## src/rtl/dice_roll_controller.sv

```systemverilog
// Dice roller front end: debounces the board button, then drives a decelerating
// burst of roll pulses into the dice generator and captures the final face.
module dice_roll_controller #(
  parameter int DEBOUNCE_CYCLES = 1_250_000,
  parameter int TUMBLE_STEPS    = 8,
  parameter int STEP_BASE       = 3_125_000
) (
  input  logic       clk,
  input  logic       rst,
  input  logic       btn,
  input  logic [2:0] dice_in,
  output logic       roll_out,
  output logic [2:0] show,
  output logic       busy,
  output logic [2:0] result,
  output logic       result_valid,
  output logic [1:0] state_dbg
);

  localparam int TW_RAW = $clog2(STEP_BASE * TUMBLE_STEPS);
  localparam int TW     = (TW_RAW < 1) ? 1 : TW_RAW;
  localparam int SW_RAW = $clog2(TUMBLE_STEPS);
  localparam int SW     = (SW_RAW < 1) ? 1 : SW_RAW;
  localparam int CW_RAW = $clog2(DEBOUNCE_CYCLES + 1);
  localparam int CW     = (CW_RAW < 1) ? 1 : CW_RAW;
  // One spare bit so STEP_BASE*(step+1) is formed without overflow before the -1.
  localparam int PW     = TW + 1;

  typedef enum logic [1:0] {
    IDLE  = 2'd0,
    PULSE = 2'd1,
    WAIT  = 2'd2,
    DONE  = 2'd3
  } state_t;

  state_t          state;
  logic            sync1;
  logic            sync2;
  logic            btn_db;
  logic            btn_db_q;
  logic [CW-1:0]   db_cnt;
  logic            press;
  logic [SW-1:0]   step;
  logic [TW-1:0]   timer;
  logic [PW-1:0]   wait_prod;

  // Button conditioning: 2-flop synchronizer, then a level change is accepted
  // only after DEBOUNCE_CYCLES consecutive samples that disagree with btn_db.
  always_ff @(posedge clk) begin
    if (!rst) begin
      sync1    <= 1'b0;
      sync2    <= 1'b0;
      btn_db   <= 1'b0;
      btn_db_q <= 1'b0;
      db_cnt   <= '0;
    end else begin
      sync1    <= btn;
      sync2    <= sync1;
      btn_db_q <= btn_db;
      if (sync2 != btn_db) begin
        if (db_cnt == CW'(DEBOUNCE_CYCLES - 1)) begin
          btn_db <= ~btn_db;
          db_cnt <= '0;
        end else begin
          db_cnt <= db_cnt + CW'(1);
        end
      end else begin
        db_cnt <= '0;
      end
    end
  end

  assign press     = btn_db & ~btn_db_q;
  assign wait_prod = PW'(STEP_BASE) * (PW'(step) + PW'(1));

  always_ff @(posedge clk) begin
    if (!rst) begin
      state  <= IDLE;
      step   <= '0;
      timer  <= '0;
      show   <= 3'd0;
      result <= 3'd0;
    end else begin
      if (state != IDLE) begin
        show <= dice_in;
      end
      case (state)
        IDLE: begin
          if (press) begin
            step  <= '0;
            state <= PULSE;
          end
        end
        PULSE: begin
          timer <= TW'(wait_prod - PW'(1));
          state <= WAIT;
        end
        WAIT: begin
          if (timer == '0) begin
            if (step == SW'(TUMBLE_STEPS - 1)) begin
              result <= dice_in;
              state  <= DONE;
            end else begin
              step  <= step + SW'(1);
              state <= PULSE;
            end
          end else begin
            timer <= timer - TW'(1);
          end
        end
        DONE: begin
          state <= IDLE;
        end
        default: state <= IDLE;
      endcase
    end
  end

  // Moore outputs decoded straight from the state register.
  assign roll_out     = (state == PULSE);
  assign result_valid = (state == DONE);
  assign busy         = (state != IDLE);
  assign state_dbg    = state;

endmodule

```

## config.mk

```make
export PLATFORM = sky130hd
export DESIGN_NAME = dice_roll_controller
export DESIGN_NICKNAME = d
export VERILOG_FILES = /design/src/rtl/dice_roll_controller.sv
export SDC_FILE = /design/constraint.sdc
export NUM_CORES = 1
export LEC_CHECK = 0
export CORE_AREA = 2 2 95 97
export DETAILED_ROUTE_END_ITERATION = 10
export DIE_AREA = 0 0 97 99
export PLACE_DENSITY_LB_ADDON = 0.08
export SKIP_LAST_GASP = 1
export SYNTH_ARGS = -nofsm -noshare
export SYNTH_HDL_FRONTEND = slang
export SYNTH_SLANG_ARGS = --single-unit
```

## constraint.sdc

```tcl
create_clock -name clk -period 5.1 [get_ports clk]
set_input_delay 0.51 -clock clk [delete_from_list [all_inputs] [get_ports clk]]
set_output_delay 0.51 -clock clk [all_outputs]
set_load 0.02 [all_outputs]
```

## After elaboration in Yosys (flattened, before gate mapping)

Cells that the tools add are included.

- Add/subtract/negate cells: 5
- Multipliers: 1
- Equal/unequal tests: 10
- Muxes and demuxes: 10
- Bitwise logic cells: 5
- Reduce and logical (&&, ||, !) cells: 11

Operator list:

| operator | number |
|---|---|
| $pmux W25 S2 | 1 |
| $sub A25 B1 Y25 const B | 2 |
| $logic_not A25 Y1 | 1 |
| $mux W25 | 1 |
| $mul A19 B4 Y22 const A | 1 |
| $add A21 B1 Y21 const B | 1 |
| $eq A21 B21 Y1 const B | 1 |
| $mux W3 | 3 |
| $ne A2 B2 Y1 const B | 4 |
| $pmux W2 S4 | 1 |
| $mux W2 | 3 |
| $pmux W3 S2 | 1 |
| $reduce_and A2 Y1 | 3 |
| $reduce_bool A2 Y1 | 3 |
| $add A3 B1 Y4 const B | 1 |
| $eq A2 B2 Y1 const B | 2 |
| $not A1 Y1 | 4 |
| $reduce_and A4 Y1 | 1 |
| $add A3 B1 Y3 const B | 1 |
| $eq A3 B3 Y1 const B | 1 |
| $reduce_and A3 Y1 | 1 |
| $reduce_or A3 Y1 | 1 |
| $eq A2 B1 Y1 const B | 1 |
| $logic_not A2 Y1 | 1 |
| 2 further kinds | 2 |

- Register bits: 61
- Output and inout bits: 11

## Logic depth before layout (Yosys ltp)

- Depth after elaboration: 4
- Depth in mapped cells: 18

## Least setup slack after synthesis

No wires, ideal clock.

- Kind: reg-to-reg
- Start point: register step[0]
- End point: register timer[24]
- Library setup time: 0.073 ns
- Arrival time: 4.566 ns
- Data required time: 5.027 ns
- Slack: 0.461 ns
- Stages on the path, launching flop included: 18
- Cells stage by stage: dfxtp_1 ha_1 ha_1 inv_1 ha_1 ha_1 inv_1 fa_1 inv_1 ha_1 a211oi_1 o21ai_0 xor2_1 or4_4 nor4_4 nand2b_1 xor2_1 a21oi_1

- Word-level cells in the longest chain between the ends: 4

RTL lines:

| element | line | text |
|---|---|---|
| start: declaration | 43 | `logic [SW-1:0] step;` |
| start signal: assignment | 104 | `step <= step + SW'(1);` |
| $add A3 B1 Y4 | 74 | `assign wait_prod = PW'(STEP_BASE) * (PW'(step) + PW'(1));` |
| $mul A19 B4 Y22 | 74 |  |
| $sub A25 B1 Y25 | 95 | `timer <= TW'(wait_prod - PW'(1));` |
| $pmux W25 S2 | 87 | `case (state)` |
| end signal: assignment | 95 |  |
| end signal: assignment | 108 | `timer <= timer - TW'(1);` |
| end: declaration | 44 | `logic [TW-1:0] timer;` |

No other way between the ends.
A chain may end at the register's enable or synchronous reset.

## Worst setup path after layout

- Start point: register step[1]
- End point: register timer[24]

The elaborated chain is that of the path after synthesis.

==> results.md <==
* Synth top area share at 0.294
* Fill cells at 839
* GP Congestion at 0.844
* Post-synthesis cell type count at 68
* Sequential cell area at 0.00122 mm2
* Max IR drop VDD at 0.000166 V
* Synthesis Warnings at 0
* Crit. End Element: register
* Post-synthesis sequential area ratio at 0.294
* CP required at 5.31 ns
* # rows at 34
* Die Ht at 99 um
* Run status: complete, no violations
* GRT Util Overall at 0.209
* Final worst setup slack at 0.359 ns
* Vias per cell at 5.62
* Hold_buf cts at 0
* Root buffer cell: clkbuf_8
* HPWL Detailed at 7090 um
* Design Area, Final at 0.00456 mm2
* Leakage dissipation at 0.00184 uW
* Mapped Area at 0.00415 mm2
* Clock net sink count at 61
* Net count, final at 560
* Routed WL per cell at 15.0 um
* Hold Path Class: reg2reg
* CP Cell Sequence: ha_2 -> ha_2 -> inv_2 -> ha_1 -> ha_1 -> or2_2 -> fa_1 -> ha_1 -> o211ai_1 -> o21ai_0 -> xor2_1 -> or4_4 -> nor4_4 -> nand2b_1 -> xor2_1 -> a21oi_1
* Final Max Tran Viols at 0
* Synth Instances at 508
* Antenna diodes at 0
* Max_cap viols at 0
* Die Area at 0.00960 mm2
* Max Freq at 0.211 GHz
* Num CTS Buffers at 9
* Starting Density at 0.485
* Maximum clock path buffer count at 2
* Core ar. at 0.00855 mm2
* Power Dens Cells at 194 mW/mm2
* Number of synthesized register bits at 61
* Ports at 17
* Final Skew at 0.0142 ns
* Post-route ant nets at 0
* Top FF cell, synth: dfxtp_1
* Antenna violations before repair at 0
* Max incr delay on CP at 0.52 ns
* Clock Latency Late Sink at 0.34 ns
* EDFF count, synth at 0
* DRT iter0 DRCs at 234
* Tcrit/Tclk final at 0.930
* CTS tree: done
* Slowest CP cell: or4_4
* Routed wire length at 9510 um
* Area grow syn2layout at 9.99%
* Ys async rst share at 0
* Share of layout cells above drive strength 1 at 0.0859
* RSZ-0062 raised after global routing: no
* Worst slew pin tran at 1.01 ns
* Dpl ws at 0.204 ns
* Clock transition at the registers of the reported paths at 0.08 ns
* CP Class: reg2reg
* Crit path max fanout at 9
* Synth area leader: dfxtp_1
* Fin crit period at 4.74 ns
* Synth Net Count at 549
* Post-Syn Area per Cell at 8.16 um2
* Fin. Hold Viols at 0
* H-Tree Depth at 3
* Vias in the first global route at 3,333
* Crit path arrival time at 4.95 ns
* I/O Buffers at 16
* Top post-synthesis cells by area: dfxtp_1 (29%), ha_1 (8.4%), nor2_1 (5.3%)
* Pin count of the biggest net entering global routing at 42
* Top-count cell post-synth: dfxtp_1
* Post-route DRC at 0
* Chip Width at 97 um
* Multi-input logic area at 0.00271 mm2
* # setup viols final at 0
* Pre-Repair DR Iteration Count at 5
* Setup TNS at 0 ns
* First-pass GRT wire length at 16,400 um
* Via count at 3,553
* Placed Area at 0.00437 mm2
* Max-slew headroom at 0.330
* Postcts setup bufs at 0
* GR Overflow Total at 0
* Most used cell, CP: ha_1
* Commonest cells in the netlist: dfxtp_1 (61), nor2_1 (59), nand2_1 (40)
* Nature of the critical path startpoint: register
[cells in the final DEF (no fill, tap or decap), types with 3 or more instances in the layout]
| cell | count |
|---|---|
| a41oi_1 | 3 |
| a21boi_0 | 6 |
| nor3_1 | 13 |
| ha_1 | 26 |
| dfxtp_1 | 61 |
| xnor2_1 | 20 |
| o211ai_1 | 5 |
| clkdlybuf4s50_1 | 16 |
| mux2i_1 | 5 |
| inv_1 | 27 |
| nand4_1 | 5 |
| o221a_2 | 4 |
| nor2_1 | 58 |
| nor2b_1 | 15 |
| a21oi_1 | 37 |
| o21ai_0 | 31 |
| fa_1 | 7 |
| nand3_1 | 16 |
| a211oi_1 | 4 |
| xor2_1 | 19 |
| nand2_1 | 40 |
| nor4_1 | 5 |
| and2_1 | 6 |
| buf_4 | 5 |
| clkbuf_8 | 10 |
| a31oi_1 | 5 |
| nand2b_1 | 3 |
| and3_1 | 6 |
| or3_1 | 6 |
[stage by stage]
step                      total power [uW]  utilization  hold slack, ns  std cells
final                                  886        0.534           0.441        632
after global routing                   924        0.534           0.467        632
after CTS                              899        0.532           0.446        632
after detailed placement               503        0.511           0.424        616
after global placement                 503        0.511           0.437        616
after floorplan                        496            -           0.412        508
[metal layers]
| layer | vias to the layer above | wire, um | GRT usage |
|---|---|---|---|
| li1 | 1811 | - | - |
| met1 | 1650 | 4670 | 0.286 |
| met2 | 81 | 4270 | 0.331 |
| met3 | 11 | 427 | 0.0475 |
| met4 | 0 | 145 | 0.0607 |
| met5 | - | 0 | 0 |
[kinds of logic (layout without fill, tap and decap cells)]
kind of cell,Yosys count,after routing,synth area share
muxes,5,5,0.0121
buffers and inverters,51,67,0.0549
and+or+nand+nor,195,195,0.249
AOI/OAI and AO/OA,122,122,0.189
adders and majority gates,35,35,0.118
DFF,61,61,0.294
xor gates and xnor gates,39,39,0.0824
[worst max-delay path, delay by kind of cell, from the launching register on]
kind	cells	cell delay (ns)
xor+xnor	2	0.33
flops	1	0.37
fa+ha+maj	6	2.02
buf+inv	1	0.09
simple gates	4	1.27
compound gates	3	0.55
[final timing paths]
kind	depth (start not counted)	slack [ns]	end	startpoint
setup / recovery	16	0.36	timer[24]$_SDFFE_PN0P_	step[1]$_SDFFE_PN0P_
hold reg to reg	1	0.44	sync2$_SDFF_PN0_	sync1$_SDFF_PN0_
setup reg to reg	16	0.36	timer[24]$_SDFFE_PN0P_	step[1]$_SDFFE_PN0P_
hold / removal	1	0.44	sync2$_SDFF_PN0_	sync1$_SDFF_PN0_
[final cells by class]
type                            count  share of cell area
Clock buffer                       10              0.0302
Clock inverter                      6              0.0101
Inverter                           30              0.0247
Multi-Input combinational cell    396               0.594
Sequential cell                    61               0.268
Tap cell                          108              0.0296
Timing Repair Buffer               21              0.0433
[power by group]
part / internal, uW / switching, uW / total, uW
logic: 6.91 / 7.35 / 14.3
clock network: 192 / 203 / 394
registers: 477 / 0.492 / 477
[timing repair]
action                                  CTS  global route
endpoints found under the setup margin    0             3
resized for setup                         0             4
hold endpoints to repair                  0             0
[sequential cells by signal, summed over array words and instances, names as in the netlist]
register   flops
result         3
db_cnt        21
btn_db_q       1
sync2          1
step           3
show           3
timer         25
state_dbg      2
btn_db         1
sync1          1
Note: power is estimated with default switching activity, not from simulation.
